==> src/rtl/lsh_pkg.sv <==
// Shared types and default geometry for the window loader / window hasher pair.
package lsh_pkg;

    typedef logic [1:0] base_t;

    typedef enum logic [1:0] {
        FILL  = 2'd0,
        HASH  = 2'd1,
        SLIDE = 2'd2
    } loader_state_t;

    localparam int DEFAULT_WINDOW_SIZE = 128;
    localparam int DEFAULT_STRIDE      = 64;

    // Width of a counter that must hold 0..n inclusive.
    function automatic int cnt_width(input int n);
        return $clog2(n + 1);
    endfunction

endpackage

==> src/rtl/window_loader_if.sv <==
// Base-stream and hasher handshake bundle for window_loader.
interface window_loader_if
    import lsh_pkg::*;
#(
    parameter int WINDOW_SIZE = DEFAULT_WINDOW_SIZE
) ();

    base_t                   base_in;
    logic                    base_valid;
    logic                    base_last;
    logic                    base_ready;
    base_t [0:WINDOW_SIZE-1] window;
    logic                    ready_for_hashing;
    logic                    hashing_is_done;
    logic [15:0]             window_index;
    logic                    seq_done;

    // Master: base source plus hasher side.
    modport master (
        output base_in,
        output base_valid,
        output base_last,
        output hashing_is_done,
        input  base_ready,
        input  window,
        input  ready_for_hashing,
        input  window_index,
        input  seq_done
    );

    // Slave: the loader itself.
    modport slave (
        input  base_in,
        input  base_valid,
        input  base_last,
        input  hashing_is_done,
        output base_ready,
        output window,
        output ready_for_hashing,
        output window_index,
        output seq_done
    );

endinterface

==> src/rtl/window_shift_reg.sv <==
// WINDOW_SIZE-deep base shift register; index 0 is the oldest base, new bases enter at the top.
module window_shift_reg
    import lsh_pkg::*;
#(
    parameter int WINDOW_SIZE = DEFAULT_WINDOW_SIZE
) (
    input  logic                    clk,
    input  logic                    clr_n,
    input  logic                    shift_en,
    input  base_t                   din,
    output base_t [0:WINDOW_SIZE-1] window
);

    always_ff @(posedge clk or negedge clr_n) begin
        if (!clr_n) begin
            window <= '0;
        end else if (shift_en) begin
            window <= {window[1:WINDOW_SIZE-1], din};
        end
    end

endmodule

==> src/rtl/window_loader.sv <==
// Assembles a 2-bit base stream into sliding windows for the hasher.
// Optional WINDOW_LOADER_STATS_EN adds saturating windows_emitted / bases_dropped counters.
//
// state | meaning
// FILL  | collecting a fresh window of WINDOW_SIZE bases
// HASH  | window presented, waiting for hashing_is_done
// SLIDE | collecting STRIDE new bases for the next window
module window_loader
    import lsh_pkg::*;
#(
    parameter int WINDOW_SIZE = DEFAULT_WINDOW_SIZE,
    parameter int STRIDE      = DEFAULT_STRIDE
) (
    input  logic           clk,
    input  logic           reset,
    window_loader_if.slave bus
`ifdef WINDOW_LOADER_STATS_EN
    ,
    output logic [31:0]    windows_emitted,
    output logic [31:0]    bases_dropped
`endif
);

    localparam int CW = cnt_width(WINDOW_SIZE);
    localparam logic [CW-1:0] FILL_LAST  = CW'(WINDOW_SIZE - 1);
    localparam logic [CW-1:0] STRIDE_LAST = CW'(STRIDE - 1);

    loader_state_t state, state_nxt;
    logic [CW-1:0] fill_cnt, fill_cnt_nxt;
    logic [CW-1:0] slide_cnt, slide_cnt_nxt;
    logic [15:0]   window_index, window_index_nxt;
    logic          last_pend, last_pend_nxt;
    logic          seq_done_nxt;
    logic          base_ready_q;
    logic          rfh_q;
    logic          seq_done_q;
    logic          accept;

    assign accept                = bus.base_valid & base_ready_q;
    assign bus.base_ready        = base_ready_q;
    assign bus.ready_for_hashing = rfh_q;
    assign bus.window_index      = window_index;
    assign bus.seq_done          = seq_done_q;

    window_shift_reg #(
        .WINDOW_SIZE(WINDOW_SIZE)
    ) u_shift (
        .clk      (clk),
        .clr_n    (reset),
        .shift_en (accept),
        .din      (bus.base_in),
        .window   (bus.window)
    );

    always_ff @(posedge clk or negedge reset) begin
        if (!reset) begin
            state        <= FILL;
            fill_cnt     <= '0;
            slide_cnt    <= '0;
            window_index <= '0;
            last_pend    <= 1'b0;
            base_ready_q <= 1'b1;
            rfh_q        <= 1'b0;
            seq_done_q   <= 1'b0;
        end else begin
            state        <= state_nxt;
            fill_cnt     <= fill_cnt_nxt;
            slide_cnt    <= slide_cnt_nxt;
            window_index <= window_index_nxt;
            last_pend    <= last_pend_nxt;
            base_ready_q <= (state_nxt != HASH);
            rfh_q        <= (state_nxt == HASH);
            seq_done_q   <= seq_done_nxt;
        end
    end

    always_comb begin
        state_nxt        = state;
        fill_cnt_nxt     = fill_cnt;
        slide_cnt_nxt    = slide_cnt;
        window_index_nxt = window_index;
        last_pend_nxt    = last_pend;
        seq_done_nxt     = 1'b0;

        case (state)
            FILL: begin
                if (accept) begin
                    if (fill_cnt == FILL_LAST) begin
                        state_nxt     = HASH;
                        fill_cnt_nxt  = '0;
                        last_pend_nxt = bus.base_last;
                    end else if (bus.base_last) begin
                        seq_done_nxt     = 1'b1;
                        fill_cnt_nxt     = '0;
                        window_index_nxt = '0;
                    end else begin
                        fill_cnt_nxt = fill_cnt + 1'b1;
                    end
                end
            end

            HASH: begin
                if (bus.hashing_is_done) begin
                    if (last_pend) begin
                        state_nxt        = FILL;
                        seq_done_nxt     = 1'b1;
                        window_index_nxt = '0;
                        last_pend_nxt    = 1'b0;
                        fill_cnt_nxt     = '0;
                    end else begin
                        state_nxt        = SLIDE;
                        slide_cnt_nxt    = '0;
                        window_index_nxt = window_index + 16'd1;
                    end
                end
            end

            SLIDE: begin
                if (accept) begin
                    if (slide_cnt == STRIDE_LAST) begin
                        state_nxt     = HASH;
                        slide_cnt_nxt = '0;
                        last_pend_nxt = bus.base_last;
                    end else if (bus.base_last) begin
                        state_nxt        = FILL;
                        seq_done_nxt     = 1'b1;
                        slide_cnt_nxt    = '0;
                        fill_cnt_nxt     = '0;
                        window_index_nxt = '0;
                    end else begin
                        slide_cnt_nxt = slide_cnt + 1'b1;
                    end
                end
            end

            default: begin
                state_nxt = FILL;
            end
        endcase
    end

`ifdef WINDOW_LOADER_STATS_EN
    logic          enter_hash;
    logic [CW:0]   drop_cnt;
    logic [32:0]   emit_sum;
    logic [32:0]   drop_sum;

    // A seq_done raised outside HASH always means a partial window or stride was thrown away.
    assign enter_hash = (state_nxt == HASH) && (state != HASH);
    assign drop_cnt   = (seq_done_nxt && state != HASH)
                      ? ((state == FILL) ? {1'b0, fill_cnt} + 1'b1 : {1'b0, slide_cnt} + 1'b1)
                      : '0;
    assign emit_sum   = {1'b0, windows_emitted} + {32'd0, enter_hash};
    assign drop_sum   = {1'b0, bases_dropped} + 33'(drop_cnt);

    always_ff @(posedge clk or negedge reset) begin
        if (!reset) begin
            windows_emitted <= '0;
            bases_dropped   <= '0;
        end else begin
            windows_emitted <= emit_sum[32] ? 32'hFFFF_FFFF : emit_sum[31:0];
            bases_dropped   <= drop_sum[32] ? 32'hFFFF_FFFF : drop_sum[31:0];
        end
    end
`endif

endmodule

==> src/flat_wrapper.sv <==
// flat-port wrapper written by rule: the top's interface ports become plain ports
module window_loader_flat import lsh_pkg::*;
#(
    parameter int WINDOW_SIZE = DEFAULT_WINDOW_SIZE,
    parameter int STRIDE      = DEFAULT_STRIDE
)
  (clk, reset, bus_base_in, bus_base_valid, bus_base_last, bus_hashing_is_done, bus_base_ready, bus_window, bus_ready_for_hashing, bus_window_index, bus_seq_done);
  window_loader_if #(.WINDOW_SIZE(WINDOW_SIZE)) bus_i ();
  input  logic clk;
  input  logic reset;
  input wire logic [$bits(bus_i.base_in)-1:0] bus_base_in;
  input wire logic [$bits(bus_i.base_valid)-1:0] bus_base_valid;
  input wire logic [$bits(bus_i.base_last)-1:0] bus_base_last;
  input wire logic [$bits(bus_i.hashing_is_done)-1:0] bus_hashing_is_done;
  output wire logic [$bits(bus_i.base_ready)-1:0] bus_base_ready;
  output wire logic [$bits(bus_i.window)-1:0] bus_window;
  output wire logic [$bits(bus_i.ready_for_hashing)-1:0] bus_ready_for_hashing;
  output wire logic [$bits(bus_i.window_index)-1:0] bus_window_index;
  output wire logic [$bits(bus_i.seq_done)-1:0] bus_seq_done;
  assign bus_i.base_in = bus_base_in;
  assign bus_i.base_valid = bus_base_valid;
  assign bus_i.base_last = bus_base_last;
  assign bus_i.hashing_is_done = bus_hashing_is_done;
  assign bus_base_ready = bus_i.base_ready;
  assign bus_window = bus_i.window;
  assign bus_ready_for_hashing = bus_i.ready_for_hashing;
  assign bus_window_index = bus_i.window_index;
  assign bus_seq_done = bus_i.seq_done;
  window_loader #(.WINDOW_SIZE(WINDOW_SIZE), .STRIDE(STRIDE)) u_core (.clk(clk), .reset(reset), .bus(bus_i));
endmodule
==> config.mk <==
export PLATFORM = sky130hd
export DESIGN_NAME = window_loader_flat
export DESIGN_NICKNAME = d
export VERILOG_FILES = /design/src/rtl/lsh_pkg.sv /design/src/rtl/window_loader_if.sv /design/src/rtl/window_shift_reg.sv /design/src/rtl/window_loader.sv /design/src/flat_wrapper.sv
export SDC_FILE = /design/constraint.sdc
export NUM_CORES = 1
export LEC_CHECK = 0
export BUFFER_PORTS_ARGS = -buffer_cell sky130_fd_sc_hd__buf_2
export CORE_UTILIZATION = 47
export CTS_BUF_LIST = sky130_fd_sc_hd__clkbuf_8
export DETAILED_ROUTE_END_ITERATION = 16
export PLACE_DENSITY = 0.79
export SETUP_SLACK_MARGIN = 0.2
export SYNTH_ARGS = -nofsm -noshare
export SYNTH_HDL_FRONTEND = slang
export SYNTH_SLANG_ARGS = --single-unit
==> constraint.sdc <==
create_clock -name clk -period 2.72 [get_ports clk]
set_clock_uncertainty 0.15 [all_clocks]
set_input_delay 0.544 -clock clk [delete_from_list [all_inputs] [get_ports clk]]
set_output_delay 0.544 -clock clk [all_outputs]
set_load 0.02 [all_outputs]
==> flow_metrics.py <==
metrics = {
    "yosys": {
        "async_reset_ff_share_pct": 100,
        "synthCells": 1341,
        "ys_types": 63,
        "yosysWarnings": 0,
        "synth_edf_count": 0,
        "ys.flop_type": "dfrtp_1",
        "ys_seq_area_share_pct": 62.2,
        "syn_nets": 1355,
        "ys_ff_latch": 294,
        "synth.avg_cell_area_um2": 8.82,
        "synth_area_mm2": 0.0118,
    },
    "critical_path": {
        "cp-end-kind": "flop",
        "path_class": "flop to flop",
        "reg2reg_depth": 7,
        "crit_chain": "inv_1 -> ha_1 -> nor2b_1 -> nor4_1 -> o21ai_2 -> nand2b_4 -> o31ai_1",
        "crit_path_max_fanout": 9,
        "rr_endpoint": "u_core.fill_cnt[7]",
        "cp.arrival_ns": 2.58,
        "r2r_setup_slack_ns": 0.41,
        "cp-startpoint": "u_core.state[1]",
        "required_ns": 3.00,
        "start_kind": "flop",
        "crit_end": "u_core.fill_cnt[7]",
        "critPathSlowestCell": "dfrtp_1",
        "slowest_delay_ns": 0.39,
        "reg2reg_from": "u_core.state[1]",
    },
    "grt": {
        "track_usage_pct": 22.8,
        "gr-total-overflow": 0,
        "grt_use_met1_pct": 31.2,
        "grt_pass1_vias": 9396,
        "met2_usage_pct": 35.2,
        "met3_usage_pct": 6.77,
        "top_usage_layer": "met2",
        "antenna_found_initial": 0,
        "grt_pass1_wl_mm": 48.5,
        "grt_max_degree": 164,
    },
    "cts": {
        "cts_tree": "yes",
        "cts_sinks": 294,
        "worstSkewPairLatency_ns": 0.53,
        "cts_htree_levels": 2,
        "numCtsBuffers": 48,
        "cts_root_buf": "clkbuf_8",
        "clk_path_buf_depth": 3,
        "clkSlewWorstSetupHoldPaths_ns": 0.06,
    },
    "floorplan": {
        "die_h_um": 161,
        "io_pins": 282,
        "die_x_um": 161,
        "die_area_mm2": 0.0258,
        "start_util_pct": 48.2,
        "fp-row-count": 57,
        "coreArea_mm2": 0.0245,
    },
    "timing": {
        "maxSlewViolCount": 0,
        "slew_headroom_pct": 33.7,
        "period_needed_ns": 2.31,
        "post-route-period-util_pct": 84.8,
        "rsz0062_at_grt": "false",
        "worstMarginPinSlew_ns": 0.995,
        "setup_viol": 0,
        "setup_tns_ns": 0,
        "fmax_mhz": 434,
        "hold_viol_final": 0,
    },
    "job": {
        "maxCapViolations": 0,
    },
    "cells_and_area": {
        "drive_gt1_share_pct": 23.3,
        "fin_area_mm2": 0.0145,
        "diodes": 0,
        "nets": 1639,
        "syn_to_final_growth_pct": 23.0,
    },
    "routing": {
        "dr.first_iter.drc_count": 882,
        "drcViolationCount": 0,
        "wl_mm": 29.1,
        "first_pass_iters": 6,
        "drt-vias-per-instance": 5.02,
        "num_vias": 9966,
        "postRouteAntennaNets": 0,
        "wl_per_cell_um": 14.7,
    },
    "outcome": {
        "status": "finished clean",
    },
    "placed_design": {
        "placed_area_mm2": 0.0136,
        "dp_hpwl_mm": 19.4,
        "routabilityCongestion": 0.840,
        "io_buffers": 281,
    },
    "power_and_ir_drop": {
        "leakage_nw": 8.81,
        "ir_drop_v": 0.000392,
        "power.density_mw_per_mm2": 626,
    },
    "hold_path": {
        "hold_class": "primary input to flop",
    },
}
[what timing repair did]
item | in CTS | in global routing
setup endpoints to repair | 0 | 1
hold endpoints to repair | 45 | 0
gates resized for setup | 0 | 1
hold buffers | 1 | 0
setup buffers | 0 | 0
[logic make-up (layout without fill, tap and decap cells)]
kind of cell	Yosys count	count (layout)	share of synthesized area [%]
AO/OA/AOI/OAI	87	87	4.82
adder cells (fa/ha/maj)	7	7	0.740
buffers and inverters	68	387	2.28
flip-flops	294	294	62.2
AND/OR/NAND/NOR	885	885	30.0
[report_power, final]
| group | switching, mW | total, mW | internal (mW) |
|---|---|---|---|
| Combinational | 0.538 | 0.726 | 0.188 |
| Clock | 1.69 | 3.75 | 2.06 |
| Sequential | 0.112 | 4.63 | 4.52 |
| Total | 2.34 | 9.10 | 6.76 |
[worst min-delay path by stage]
stage,cells past startpoint,to,start,slack (ns)
after floorplan,0,u_core.bus.ready_for_hashing,reset,0.1
after global placement,2,u_core.u_shift.window[255],u_core.u_shift.window[255],0.30
after detailed placement,1,u_core.slide_cnt[7],u_core.slide_cnt[7],0.31
after CTS,3,u_core.u_shift.window[1],bus_base_in[1],0.02
after global routing,3,u_core.u_shift.window[1],bus_base_in[1],0.02
final,3,u_core.u_shift.window[1],bus_base_in[1],0.05
[sequential cells by signal (all words and copies together), names as in the netlist]
register / cells
u_core.bus.base_ready: 1
u_core.bus.window_index: 16
u_core.slide_cnt: 8
u_core.state: 2
u_core.u_shift.window: 256
u_core.fill_cnt: 8
u_core.bus.seq_done: 1
u_core.bus.ready_for_hashing: 1
u_core.last_pend: 1
[critical path, delay by kind of cell, from the launching register on]
kind	cells	cell delay, ns
AND/OR/NAND/NOR	3	0.78
flip-flops	1	0.39
AO/OA/AOI/OAI	2	0.48
buffers and inverters	1	0.10
adder cells (fa/ha/maj)	1	0.29
[metal layers]
metal | share of wire, % | up-vias
met5 | 0 | -
met4 | 2.1 | 0
met3 | 7.8 | 51
met2 | 47 | 335
met1 | 43 | 4781
li1 | - | 4799
[layout make-up]
cell class	count	area, um2
inverters	4	15.0
clock buffers	56	771
well taps	324	405
flip-flops and latches	294	7360
fillers	2148	9990
multi-input cells	979	4220
repair buffers	298	1610
clock inverters	29	173
[placed cells by master, fill, tap and decap left out, drive strengths merged, types with 3 or more instances in the layout]
| cell type | netlist | routed |
|---|---|---|
| a211o | 3 | 3 |
| o31ai | 3 | 3 |
| nor2 | 22 | 22 |
| buf | 11 | 297 |
| nor3 | 4 | 4 |
| o21a | 3 | 3 |
| and3 | 6 | 6 |
| nand3b | 3 | 3 |
| nor2b | 5 | 5 |
| nand2b | 8 | 8 |
| clkinv | 0 | 9 |
| ha | 7 | 7 |
| o32ai | 4 | 4 |
| a21oi | 13 | 13 |
| nand2 | 796 | 796 |
| o21ai | 34 | 34 |
| inv | 4 | 22 |
| nand4 | 4 | 4 |
| dfrtp | 293 | 293 |
| or2 | 4 | 4 |
| clkbuf | 53 | 56 |
| nand3 | 17 | 17 |
| a31oi | 13 | 13 |
| nor4 | 7 | 7 |
[cells in the mapped netlist, types with 2 or more instances]
cell type | number | area (um2)
nand3_1 | 16 | 80.1
o211ai_1 | 2 | 15.0
a21o_1 | 2 | 15.0
and3_1 | 5 | 31.3
a21oi_1 | 12 | 60.1
or2_1 | 2 | 12.5
nor2_1 | 19 | 71.3
a31oi_1 | 13 | 81.3
o32ai_1 | 4 | 35.0
buf_2 | 3 | 15.0
buf_1 | 6 | 22.5
a211o_1 | 3 | 26.3
o21ai_2 | 2 | 17.5
nand2_1 | 796 | 2990
nor4_1 | 7 | 43.8
clkbuf_1 | 53 | 199
nor3_1 | 3 | 15.0
or3_1 | 2 | 12.5
inv_1 | 4 | 15.0
nand4_1 | 3 | 18.8
nand3b_1 | 3 | 22.5
o21ai_1 | 12 | 60.1
nand2b_1 | 6 | 37.5
nor2b_1 | 5 | 31.3
ha_1 | 7 | 87.6
dfrtp_1 | 293 | 7330
o21ai_0 | 19 | 95.1
o21a_1 | 2 | 15.0
o31ai_1 | 3 | 22.5
[per-stage QoR]
stage	cells	hold WS, ns	utilization, %	total power [mW]	setup WS (ns)
after floorplan	1341	0.0984	-	5.10	0.695
after global placement	1898	0.303	55.4	5.42	0.543
after detailed placement	1898	0.313	55.4	5.44	0.338
after CTS	1984	0.0179	59.3	9.20	0.359
after global routing	1984	0.0234	59.3	9.49	0.249
final	1984	0.0470	59.3	9.10	0.413
(Power assumes the default switching activity.)
